==> src/rtl/branch_sched_if.sv <==
// Dispatch, result-bus and commit handshake signals for the branch resolve controller.
// The master side is the surrounding pipeline; the slave side is branch_sched.
interface branch_sched_if #(
    parameter int XLEN  = 32,
    parameter int TAG_W = 4
);
    // Dispatch side
    logic             req_valid;
    logic             req_ready;
    logic [XLEN-1:0]  req_pc;
    logic [2:0]       req_op;
    logic [XLEN-1:0]  req_imm;
    logic             req_pred_taken;
    logic [TAG_W-1:0] req_tagx;
    logic [TAG_W-1:0] req_tagy;
    logic [XLEN-1:0]  req_datax;
    logic [XLEN-1:0]  req_datay;

    // Result buses
    logic             cdb_alu0_valid;
    logic [TAG_W-1:0] cdb_alu0_tag;
    logic [XLEN-1:0]  cdb_alu0_data;
    logic             cdb_alu1_valid;
    logic [TAG_W-1:0] cdb_alu1_tag;
    logic [XLEN-1:0]  cdb_alu1_data;
    logic             cdb_ls_valid;
    logic [TAG_W-1:0] cdb_ls_tag;
    logic [XLEN-1:0]  cdb_ls_data;

    // Commit side
    logic             resolve_valid;
    logic             resolve_ready;
    logic             resolve_taken;
    logic             resolve_mispredict;
    logic [XLEN-1:0]  resolve_target;

    modport master (
        output req_valid, req_pc, req_op, req_imm, req_pred_taken,
               req_tagx, req_tagy, req_datax, req_datay,
               cdb_alu0_valid, cdb_alu0_tag, cdb_alu0_data,
               cdb_alu1_valid, cdb_alu1_tag, cdb_alu1_data,
               cdb_ls_valid, cdb_ls_tag, cdb_ls_data,
               resolve_ready,
        input  req_ready, resolve_valid, resolve_taken,
               resolve_mispredict, resolve_target
    );

    modport slave (
        input  req_valid, req_pc, req_op, req_imm, req_pred_taken,
               req_tagx, req_tagy, req_datax, req_datay,
               cdb_alu0_valid, cdb_alu0_tag, cdb_alu0_data,
               cdb_alu1_valid, cdb_alu1_tag, cdb_alu1_data,
               cdb_ls_valid, cdb_ls_tag, cdb_ls_data,
               resolve_ready,
        output req_ready, resolve_valid, resolve_taken,
               resolve_mispredict, resolve_target
    );
endinterface

==> src/rtl/branch_sched.sv <==
// Single-entry conditional branch controller: waits for both operands on the result
// buses, evaluates the condition and holds the redirect result until commit takes it.
module branch_sched #(
    parameter int XLEN         = 32,
    parameter int TAG_W        = 4,
    parameter int UNLOCKED_TAG = 15,
    parameter int CNT_W        = 16
) (
    input  logic             clk,
    input  logic             rst,
    input  logic             flush,
    branch_sched_if.slave    bif,
    output logic             busy,
    output logic [CNT_W-1:0] mispredict_cnt
);
    localparam logic [TAG_W-1:0] UNLOCK = TAG_W'(UNLOCKED_TAG);

    typedef enum logic [1:0] {
        IDLE     = 2'd0,
        WAIT_OPS = 2'd1,
        EVAL     = 2'd2,
        RESOLVE  = 2'd3
    } state_t;

    state_t state, state_d;

    logic [XLEN-1:0]  pc_q, imm_q, datax_q, datay_q;
    logic [2:0]       op_q;
    logic             pred_q;
    logic [TAG_W-1:0] tagx_q, tagy_q;

    logic             res_taken_q, res_mis_q;
    logic [XLEN-1:0]  res_target_q;
    logic [CNT_W-1:0] cnt_q;

    logic [TAG_W-1:0] src_tagx, src_tagy, eff_tagx, eff_tagy;
    logic [XLEN-1:0]  src_datax, src_datay, eff_datax, eff_datay;
    logic             ops_ready, req_ready_c, accept, capture, cnt_inc;
    logic             taken_c, mis_c;
    logic [XLEN-1:0]  target_c;

    // A locked operand takes the first matching bus in alu0 > alu1 > ls order.
    // Unlocked operands are never touched, so a bus carrying UNLOCK cannot match.
    function automatic logic [TAG_W+XLEN-1:0] snoop(
        input logic [TAG_W-1:0] tag,
        input logic [XLEN-1:0]  data,
        input logic             v0,
        input logic [TAG_W-1:0] t0,
        input logic [XLEN-1:0]  d0,
        input logic             v1,
        input logic [TAG_W-1:0] t1,
        input logic [XLEN-1:0]  d1,
        input logic             v2,
        input logic [TAG_W-1:0] t2,
        input logic [XLEN-1:0]  d2
    );
        logic [TAG_W+XLEN-1:0] r;
        r = {tag, data};
        if (tag != UNLOCK) begin
            if (v0 && (t0 == tag))      r = {UNLOCK, d0};
            else if (v1 && (t1 == tag)) r = {UNLOCK, d1};
            else if (v2 && (t2 == tag)) r = {UNLOCK, d2};
        end
        return r;
    endfunction

    function automatic logic cond_taken(
        input logic [2:0]      op,
        input logic [XLEN-1:0] x,
        input logic [XLEN-1:0] y
    );
        logic signed [XLEN-1:0] sx, sy;
        logic                   t;
        sx = x;
        sy = y;
        case (op)
            3'b000:  t = (x == y);
            3'b001:  t = (x != y);
            3'b100:  t = (sx < sy);
            3'b101:  t = (sx >= sy);
            3'b110:  t = (x < y);
            3'b111:  t = (x >= y);
            default: t = 1'b0;
        endcase
        return t;
    endfunction

    function automatic logic [CNT_W-1:0] sat_inc(input logic [CNT_W-1:0] v);
        return (&v) ? v : v + CNT_W'(1);
    endfunction

    // Operand sources: the dispatch bus while idle (accept-cycle bypass), else the entry.
    always_comb begin
        src_tagx  = (state == IDLE) ? bif.req_tagx  : tagx_q;
        src_tagy  = (state == IDLE) ? bif.req_tagy  : tagy_q;
        src_datax = (state == IDLE) ? bif.req_datax : datax_q;
        src_datay = (state == IDLE) ? bif.req_datay : datay_q;
        {eff_tagx, eff_datax} = snoop(src_tagx, src_datax,
            bif.cdb_alu0_valid, bif.cdb_alu0_tag, bif.cdb_alu0_data,
            bif.cdb_alu1_valid, bif.cdb_alu1_tag, bif.cdb_alu1_data,
            bif.cdb_ls_valid,   bif.cdb_ls_tag,   bif.cdb_ls_data);
        {eff_tagy, eff_datay} = snoop(src_tagy, src_datay,
            bif.cdb_alu0_valid, bif.cdb_alu0_tag, bif.cdb_alu0_data,
            bif.cdb_alu1_valid, bif.cdb_alu1_tag, bif.cdb_alu1_data,
            bif.cdb_ls_valid,   bif.cdb_ls_tag,   bif.cdb_ls_data);
        ops_ready = (eff_tagx == UNLOCK) && (eff_tagy == UNLOCK);
    end

    always_comb begin
        taken_c  = cond_taken(op_q, datax_q, datay_q);
        target_c = taken_c ? (pc_q + imm_q) : (pc_q + XLEN'(4));
        mis_c    = (taken_c != pred_q);
    end

    always_comb begin
        state_d     = state;
        req_ready_c = (state == IDLE) && !flush;
        accept      = bif.req_valid && req_ready_c;
        capture     = accept || ((state == WAIT_OPS) && !flush);
        cnt_inc     = (state == RESOLVE) && bif.resolve_ready && res_mis_q && !flush;
        case (state)
            IDLE:     if (accept) state_d = ops_ready ? EVAL : WAIT_OPS;
            WAIT_OPS: if (ops_ready) state_d = EVAL;
            EVAL:     state_d = RESOLVE;
            RESOLVE:  if (bif.resolve_ready) state_d = IDLE;
            default:  state_d = IDLE;
        endcase
        if (flush) state_d = IDLE;
    end

    always_ff @(posedge clk or posedge rst) begin
        if (rst) state <= IDLE;
        else     state <= state_d;
    end

    // Entry capture: dispatch fields on accept, bus snoop results while waiting.
    always_ff @(posedge clk or posedge rst) begin
        if (rst) begin
            pc_q    <= '0;
            imm_q   <= '0;
            op_q    <= '0;
            pred_q  <= 1'b0;
            tagx_q  <= UNLOCK;
            tagy_q  <= UNLOCK;
            datax_q <= '0;
            datay_q <= '0;
        end else if (flush) begin
            tagx_q <= UNLOCK;
            tagy_q <= UNLOCK;
        end else begin
            if (accept) begin
                pc_q   <= bif.req_pc;
                imm_q  <= bif.req_imm;
                op_q   <= bif.req_op;
                pred_q <= bif.req_pred_taken;
            end
            if (capture) begin
                tagx_q  <= eff_tagx;
                tagy_q  <= eff_tagy;
                datax_q <= eff_datax;
                datay_q <= eff_datay;
            end
        end
    end

    // Resolve result registers and the mispredict counter.
    always_ff @(posedge clk or posedge rst) begin
        if (rst) begin
            res_taken_q  <= 1'b0;
            res_mis_q    <= 1'b0;
            res_target_q <= '0;
            cnt_q        <= '0;
        end else begin
            if ((state == EVAL) && !flush) begin
                res_taken_q  <= taken_c;
                res_mis_q    <= mis_c;
                res_target_q <= target_c;
            end
            if (cnt_inc) cnt_q <= sat_inc(cnt_q);
        end
    end

    assign bif.req_ready          = req_ready_c;
    assign bif.resolve_valid      = (state == RESOLVE);
    assign bif.resolve_taken      = res_taken_q;
    assign bif.resolve_mispredict = res_mis_q;
    assign bif.resolve_target     = res_target_q;
    assign busy                   = (state != IDLE);
    assign mispredict_cnt         = cnt_q;
endmodule

==> src/flat_wrapper.sv <==
// flat-port wrapper written by rule: the top's interface ports become plain ports
module branch_sched_flat 
#(
    parameter int XLEN         = 32,
    parameter int TAG_W        = 4,
    parameter int UNLOCKED_TAG = 15,
    parameter int CNT_W        = 16
)
  (clk, rst, flush, busy, mispredict_cnt, bif_req_valid, bif_req_pc, bif_req_op, bif_req_imm, bif_req_pred_taken, bif_req_tagx, bif_req_tagy, bif_req_datax, bif_req_datay, bif_cdb_alu0_valid, bif_cdb_alu0_tag, bif_cdb_alu0_data, bif_cdb_alu1_valid, bif_cdb_alu1_tag, bif_cdb_alu1_data, bif_cdb_ls_valid, bif_cdb_ls_tag, bif_cdb_ls_data, bif_resolve_ready, bif_req_ready, bif_resolve_valid, bif_resolve_taken, bif_resolve_mispredict, bif_resolve_target);
  branch_sched_if #(.XLEN(XLEN), .TAG_W(TAG_W)) bif_i ();
  input  logic clk;
  input  logic rst;
  input  logic flush;
  output logic busy;
  output logic [CNT_W-1:0] mispredict_cnt;
  input wire logic [$bits(bif_i.req_valid)-1:0] bif_req_valid;
  input wire logic [$bits(bif_i.req_pc)-1:0] bif_req_pc;
  input wire logic [$bits(bif_i.req_op)-1:0] bif_req_op;
  input wire logic [$bits(bif_i.req_imm)-1:0] bif_req_imm;
  input wire logic [$bits(bif_i.req_pred_taken)-1:0] bif_req_pred_taken;
  input wire logic [$bits(bif_i.req_tagx)-1:0] bif_req_tagx;
  input wire logic [$bits(bif_i.req_tagy)-1:0] bif_req_tagy;
  input wire logic [$bits(bif_i.req_datax)-1:0] bif_req_datax;
  input wire logic [$bits(bif_i.req_datay)-1:0] bif_req_datay;
  input wire logic [$bits(bif_i.cdb_alu0_valid)-1:0] bif_cdb_alu0_valid;
  input wire logic [$bits(bif_i.cdb_alu0_tag)-1:0] bif_cdb_alu0_tag;
  input wire logic [$bits(bif_i.cdb_alu0_data)-1:0] bif_cdb_alu0_data;
  input wire logic [$bits(bif_i.cdb_alu1_valid)-1:0] bif_cdb_alu1_valid;
  input wire logic [$bits(bif_i.cdb_alu1_tag)-1:0] bif_cdb_alu1_tag;
  input wire logic [$bits(bif_i.cdb_alu1_data)-1:0] bif_cdb_alu1_data;
  input wire logic [$bits(bif_i.cdb_ls_valid)-1:0] bif_cdb_ls_valid;
  input wire logic [$bits(bif_i.cdb_ls_tag)-1:0] bif_cdb_ls_tag;
  input wire logic [$bits(bif_i.cdb_ls_data)-1:0] bif_cdb_ls_data;
  input wire logic [$bits(bif_i.resolve_ready)-1:0] bif_resolve_ready;
  output wire logic [$bits(bif_i.req_ready)-1:0] bif_req_ready;
  output wire logic [$bits(bif_i.resolve_valid)-1:0] bif_resolve_valid;
  output wire logic [$bits(bif_i.resolve_taken)-1:0] bif_resolve_taken;
  output wire logic [$bits(bif_i.resolve_mispredict)-1:0] bif_resolve_mispredict;
  output wire logic [$bits(bif_i.resolve_target)-1:0] bif_resolve_target;
  assign bif_i.req_valid = bif_req_valid;
  assign bif_i.req_pc = bif_req_pc;
  assign bif_i.req_op = bif_req_op;
  assign bif_i.req_imm = bif_req_imm;
  assign bif_i.req_pred_taken = bif_req_pred_taken;
  assign bif_i.req_tagx = bif_req_tagx;
  assign bif_i.req_tagy = bif_req_tagy;
  assign bif_i.req_datax = bif_req_datax;
  assign bif_i.req_datay = bif_req_datay;
  assign bif_i.cdb_alu0_valid = bif_cdb_alu0_valid;
  assign bif_i.cdb_alu0_tag = bif_cdb_alu0_tag;
  assign bif_i.cdb_alu0_data = bif_cdb_alu0_data;
  assign bif_i.cdb_alu1_valid = bif_cdb_alu1_valid;
  assign bif_i.cdb_alu1_tag = bif_cdb_alu1_tag;
  assign bif_i.cdb_alu1_data = bif_cdb_alu1_data;
  assign bif_i.cdb_ls_valid = bif_cdb_ls_valid;
  assign bif_i.cdb_ls_tag = bif_cdb_ls_tag;
  assign bif_i.cdb_ls_data = bif_cdb_ls_data;
  assign bif_i.resolve_ready = bif_resolve_ready;
  assign bif_req_ready = bif_i.req_ready;
  assign bif_resolve_valid = bif_i.resolve_valid;
  assign bif_resolve_taken = bif_i.resolve_taken;
  assign bif_resolve_mispredict = bif_i.resolve_mispredict;
  assign bif_resolve_target = bif_i.resolve_target;
  branch_sched #(.XLEN(XLEN), .TAG_W(TAG_W), .UNLOCKED_TAG(UNLOCKED_TAG), .CNT_W(CNT_W)) u_core (.clk(clk), .rst(rst), .flush(flush), .bif(bif_i), .busy(busy), .mispredict_cnt(mispredict_cnt));
endmodule
==> config.mk <==
export PLATFORM = sky130hd
export DESIGN_NAME = branch_sched_flat
export DESIGN_NICKNAME = d
export VERILOG_FILES = /design/src/rtl/branch_sched_if.sv /design/src/rtl/branch_sched.sv /design/src/flat_wrapper.sv
export SDC_FILE = /design/constraint.sdc
export NUM_CORES = 1
export LEC_CHECK = 0
export CORE_ASPECT_RATIO = 1.75
export CORE_MARGIN = 2
export CORE_UTILIZATION = 25
export CTS_BUF_LIST = sky130_fd_sc_hd__clkbuf_4 sky130_fd_sc_hd__clkbuf_8 sky130_fd_sc_hd__clkbuf_16
export DETAILED_ROUTE_END_ITERATION = 6
export GPL_TIMING_DRIVEN = 1
export MAX_ROUTING_LAYER = met4
export PLACE_DENSITY = 0.45
export SYNTH_ARGS = -nofsm -noshare
export SYNTH_HDL_FRONTEND = slang
export SYNTH_SLANG_ARGS = --single-unit
==> constraint.sdc <==
create_clock -name clk -period 18.72 [get_ports clk]
set_input_delay 3.744 -clock clk [delete_from_list [all_inputs] [get_ports clk]]
set_output_delay 3.744 -clock clk [all_outputs]
set_load 0.01 [all_outputs]
==> flow_summary.yaml, run 1 <==
routing:
  dr.pass1.iters: 5
  drt_iter0_markers: 578
  ant_nets: 0
  wl_per_cell_um: 20.5
  num_vias: 12066
  drcViolationCount: 0
  routed_wl_um: 49600
  viasPerCell: 5.00
pwr:
  ir_drop_uv: 81.0
  power.total_mw: 3.00
  powerDensity_nw_per_um2: 173
  p_leak_nw: 7.27
placed_design:
  dp.cells: 2374
  place_congestion: 0.865
  portBuffers: 308
  dp_hpwl_um: 36800
critical_path:
  r2r_cells: 13
  critPathSlowestCell: "clkdlybuf4s50_1"
  path_max_fanout: 6
  crit_type: "in -> out"
  startpoint_type: "input pin"
  cp_common_cell: "clkdlybuf4s50_1"
  worst_ep_arrival_time_ns: 5.27
  slowest_delay_ns: 0.62
  crit_required_ns: 14.98
  worstSetupEndpointType: "output port"
  cp_cell_sequence: "clkdlybuf4s50_1 -> nor2_1 -> clkdlybuf4s50_1"
synth:
  netlist.area_leader.share: 0.357
  synth_edf_count: 0
  seq_area_frac_synth: 0.373
  yosysUniqueCellTypes: 63
  yosys_warnings: 0
  ys.flop_type: "dfrtp_1"
  syn_inst: 1454
  syn_nets: 1780
  avgSynthCellArea_um2: 8.87
  synth_top_area_cell: "dfrtp_1"
  synth_area_um2: 12900
  async_reset_ff_frac: 1.00
  ys_ff_latch: 192
  synth.area.top_cells: "dfrtp_1 (36%), ha_1 (6.7%), mux2_2 (6.2%)"
global_routing:
  antenna_found_initial: 5
  grt_pass1_wl_um: 75400
  grt_usage: 0.191
  grt_overflow: 0
  grt_max_degree: 89
  first_global_vias: 12426
clock_network:
  cts_sinks: 192
  cts-root-buf: "clkbuf_16"
  holdBufCountCts: 0
  cts_resized: 0
  cts_setup_buffers: 0
  clkTransAtPathRegs_ns: 0.07
  clk_latency_ns: 0.45
  tritoncts: "built"
  htreeDepth: 4
  cts_inserted_buffers: 17
  clk_path_buf_depth: 2
floorplan:
  die_y_um: 304
  pin_count: 309
  coreArea_um2: 51200
  die_area_um2: 53500
  start_util: 0.252
  rows: 110
  die_w_um: 176
status:
  outcome: "complete, no violations"
timing:
  tns_ns: 0
  slew_headroom: 0.233
  worst_clock_skew_ns: 0.0124
  whs_ns: 0.483
  hold_viol_final: 0
  drv_slew: 0
  max_clock_freq_mhz: 111
  setup_viol: 0
  layout_min_cycle_time_ns: 9.01
  worst_slew_pin_slew_ns: 1.15
  timing.final.crit_share: 0.481
  rsz0062_at_grt: "false"
final_layout:
  syn_to_final_growth_pct: 34.3
  fin_nets: 2047
  layout.cells.non_filler: 2413
  layout-drive-gt1-share: 0.0894
  final_cell_mix: "clkdlybuf4s50_1 (308), dfrtp_1 (184), nand2_1 (178)"
  mostFrequentLayoutCell: "clkdlybuf4s50_1"
hold_path:
  hold_path_class: "reg -> reg"
  hold_depth: 2
flow_run:
  drv_cap: 0
[worst max-delay path, delay by kind of cell]
family	cells	cell delay [ns]
AND/OR/NAND/NOR	1	0.38
buffers and inverters	2	1.14
[logic make-up (layout without fill, tap and decap cells)]
group                    Yosys count  after routing  synth area share
AO/OA/AOI/OAI                    421            421             0.196
XOR/XNOR                          94             94            0.0639
multiplexers                     138            138             0.114
buffers and inverters            140            420            0.0446
other                              0              7                 0
flip-flops                       192            192             0.373
adder cells (fa/ha/maj)           70             70            0.0685
AND/OR/NAND/NOR                  399            399             0.139
[Yosys cell counts, types with 43 or more instances]
library cell	n
xor2_1	43
nor2_1	83
clkbuf_1	45
inv_1	60
dfrtp_1	184
nor3_1	43
xnor2_1	51
mux2_2	71
a21oi_1	122
mux2i_1	66
ha_1	69
o21ai_0	111
nand2_1	180
[power by group]
group          switching [mW]  total (mW)  internal, mW
combinational            1.03        1.84         0.815
sequential              0.157       0.765         0.607
clock                   0.181       0.397         0.216
[worst paths after layout]
path | startpoint | to | slack, ns
setup / recovery | flush | bif_req_ready | 9.71
hold / removal | u_core.bif.resolve_target[12] | u_core.bif.resolve_target[12] | 0.48
setup reg to reg | u_core.state[0] | u_core.datay_q[27] | 14.32
hold reg to reg | u_core.bif.resolve_target[12] | u_core.bif.resolve_target[12] | 0.48
max in group asynchronous | rst | u_core.bif.resolve_target[25] | 13.65
min in group asynchronous | rst | u_core.mispredict_cnt[7] | 3.75
[through the flow]
step / worst slack [ns] / utilization / instance area [um^2]
2_1_floorplan: 9.76 / - / 12900
3_3_place_gp: 9.73 / 0.326 / 16700
3_5_place_dp: 9.73 / 0.326 / 16700
4_1_cts: 9.71 / 0.338 / 17300
5_1_grt: 9.64 / 0.338 / 17300
6_report: 9.71 / 0.338 / 17300
[metal layers]
layer	global-route usage	up-vias	wire, um
li1	-	5786	-
met1	0.204	5839	19000
met2	0.350	386	26800
met3	0.0355	55	2630
met4	0.0636	0	1140
met5	-	-	0
[flip-flops by register name, summed over array words and instances, names as in the netlist]
name / count
u_core.bif.resolve_target: 32
u_core.bif.resolve_taken: 1
u_core.datay_q: 32
u_core.pred_q: 1
u_core.datax_q: 32
u_core.mispredict_cnt: 16
u_core.bif.resolve_mispredict: 1
u_core.op_q: 3
u_core.imm_q: 32
u_core.tagx_q: 4
u_core.tagy_q: 4
u_core.state: 2
u_core.pc_q: 32
[cell type report]
type / count / area [um^2]
diodes: 7 / 17.5
clock buffers: 19 / 447
clock inverters: 13 / 160
fillers: 5274 / 33900
inverters: 60 / 233
multi-input cells: 1122 / 7570
flip-flops and latches: 192 / 4810
well taps: 672 / 841
repair buffers: 328 / 3230
Note: power is estimated with default switching activity, not from simulation.
==> run 2: changes to the inputs <==
Clock period 18.72 ns to 9.1 ns, I/O delays scaled along.
==> flow_summary.yaml, run 2 (synthesized netlist as in run 1, its figures left out) <==
timing:
  hold_viol_final: 0
  layout_min_cycle_time_ns: 5.23
  tns_ns: 0
  whs_ns: 0.484
  worst_slew_pin_slew_ns: 1.37
  timing.final.crit_share: 0.574
  worst_clock_skew_ns: 0.00965
  setup_viol: 0
  rsz0062_at_grt: "false"
  drv_slew: 0
  max_clock_freq_mhz: 191
  slew_headroom: 0.0849
critical_path:
  crit_type: "in -> out"
  crit_family: "buffers and inverters"
  worstReg2RegEnd: "u_core.datay_q[1]"
  rrSetupSlack_ns: 4.27
  critPathSlowestCell: "clkdlybuf4s50_1"
  worst_r2r_startpoint: "u_core.state[0]"
  path_max_fanout: 6
  cp_cell_sequence: "clkdlybuf4s50_1 -> nor2_1 -> clkdlybuf4s50_1"
  worst_ep_arrival_time_ns: 3.41
  r2r_cells: 12
  crit_required_ns: 7.28
  startpoint_type: "input pin"
  critPathBufInv: 2
  worstSetupEndpointType: "output port"
  cp_common_cell: "clkdlybuf4s50_1"
  slowest_delay_ns: 0.65
pwr:
  p_leak_nw: 7.24
  powerDensity_nw_per_um2: 354
  pwr-share-clk: 0.126
  ir_drop_uv: 203
  pwr-share-seq: 0.258
  switching_power_mw: 2.81
  p_int_mw: 3.31
  power.share.switching: 0.459
  power.total_mw: 6.12
  p_comb_frac: 0.616
hold_path:
  min_to: "u_core.bif.resolve_target[1]"
  hold_path_class: "reg -> reg"
  hp-start: "u_core.bif.resolve_target[1]"
  hold_depth: 2
global_routing:
  grt_usage: 0.194
  met3_usage: 0.0407
  first_global_vias: 12552
  grtUsageMet2: 0.353
  grt_pass1_wl_um: 76400
  grt_overflow: 0
  busiest_layer: "met2"
  grt_max_degree: 90
  gr-usage-met1: 0.200
  antenna_found_initial: 7
clock_network:
  clk_latency_ns: 0.47
  cts_sinks: 192
  clkTransAtPathRegs_ns: 0.08
  cts_setup_buffers: 0
  clk_path_buf_depth: 2
  cts-root-buf: "clkbuf_16"
  cts_inserted_buffers: 17
  tritoncts: "built"
  holdBufCountCts: 0
  cts_resized: 0
  htreeDepth: 4
routing:
  ant_nets: 0
  num_vias: 12011
  routed_wl_um: 50300
  drt_iter0_markers: 643
  wl_per_cell_um: 20.9
  dr.pass1.iters: 5
  viasPerCell: 4.98
  drcViolationCount: 0
final_layout:
  fin_util: 0.337
  layout-drive-gt1-share: 0.0889
  fin_nets: 2046
  final_cell_mix: "clkdlybuf4s50_1 (308), dfrtp_1 (184), nand2_1 (178)"
  syn_to_final_growth_pct: 34.0
  num-fill-cells: 5411
  mostFrequentLayoutCell: "clkdlybuf4s50_1"
placed_design:
  place_congestion: 0.878
  dp_hpwl_um: 37600
  portBuffers: 308
floorplan:
  rows: 110
  die_w_um: 176
  die_y_um: 304
  die_area_um2: 53500
  pin_count: 309
  coreArea_um2: 51200
  start_util: 0.252
status:
  outcome: "complete, no violations"
flow_run:
  drv_cap: 0
[run 2: cell type report]
type	instances	area [um^2]	share of cell area
Clock inverter	13	129	0.00746
Clock buffer	19	440	0.0255
Inverter	60	233	0.0135
Timing Repair Buffer	327	3230	0.187
Sequential cell	192	4810	0.279
Antenna cell	8	20.0	0.00116
Tap cell	672	841	0.0487
Multi-Input combinational cell	1122	7570	0.438
[run 2: per-stage QoR]
step / instance area [um^2] / std cells / setup slack [ns]
floorplan: 12900 / 1454 / 2.07
CTS: 17300 / 2405 / 3.89
global route: 17300 / 2412 / 3.82
detailed placement: 16700 / 2373 / 3.64
finish: 17300 / 2413 / 3.87
global placement: 16700 / 2373 / 3.78
[run 2: power groups by stage]
| stage | Combinational (mW) | Clock, mW | Sequential (mW) |
|---|---|---|---|
| floorplan | 2.69 | 0 | 1.51 |
| global placement | 3.74 | 0 | 1.59 |
| detailed placement | 3.80 | 0 | 1.60 |
| CTS | 3.82 | 0.816 | 1.59 |
| global route | 4.21 | 0.839 | 1.64 |
| finish | 3.77 | 0.772 | 1.58 |
[run 2: worst max path at each step]
stage | startpoint | to | slack, ns | cells after the start
2_1_floorplan | rst | u_core.bif.resolve_mispredict | 2.07 | 1
3_3_place_gp | bif_req_tagy[2] | u_core.datay_q[17] | 3.78 | 11
3_5_place_dp | bif_req_tagy[1] | u_core.datay_q[1] | 3.64 | 10
4_1_cts | flush | bif_req_ready | 3.89 | 3
5_1_grt | flush | bif_req_ready | 3.82 | 3
6_report | flush | bif_req_ready | 3.87 | 3
[run 2: tightest hold or removal path: stages (launching register included)]
cell and delay (ns):
dfrtp_1 0.35, nand2_1 0.05, o21ai_0 0.06
[run 2: layer usage]
layer / vias up / routed length [um]
li1: 5772 / -
met1: 5754 / 19000
met2: 396 / 27100
met3: 89 / 2480
met4: 0 / 1700
met5: - / 0
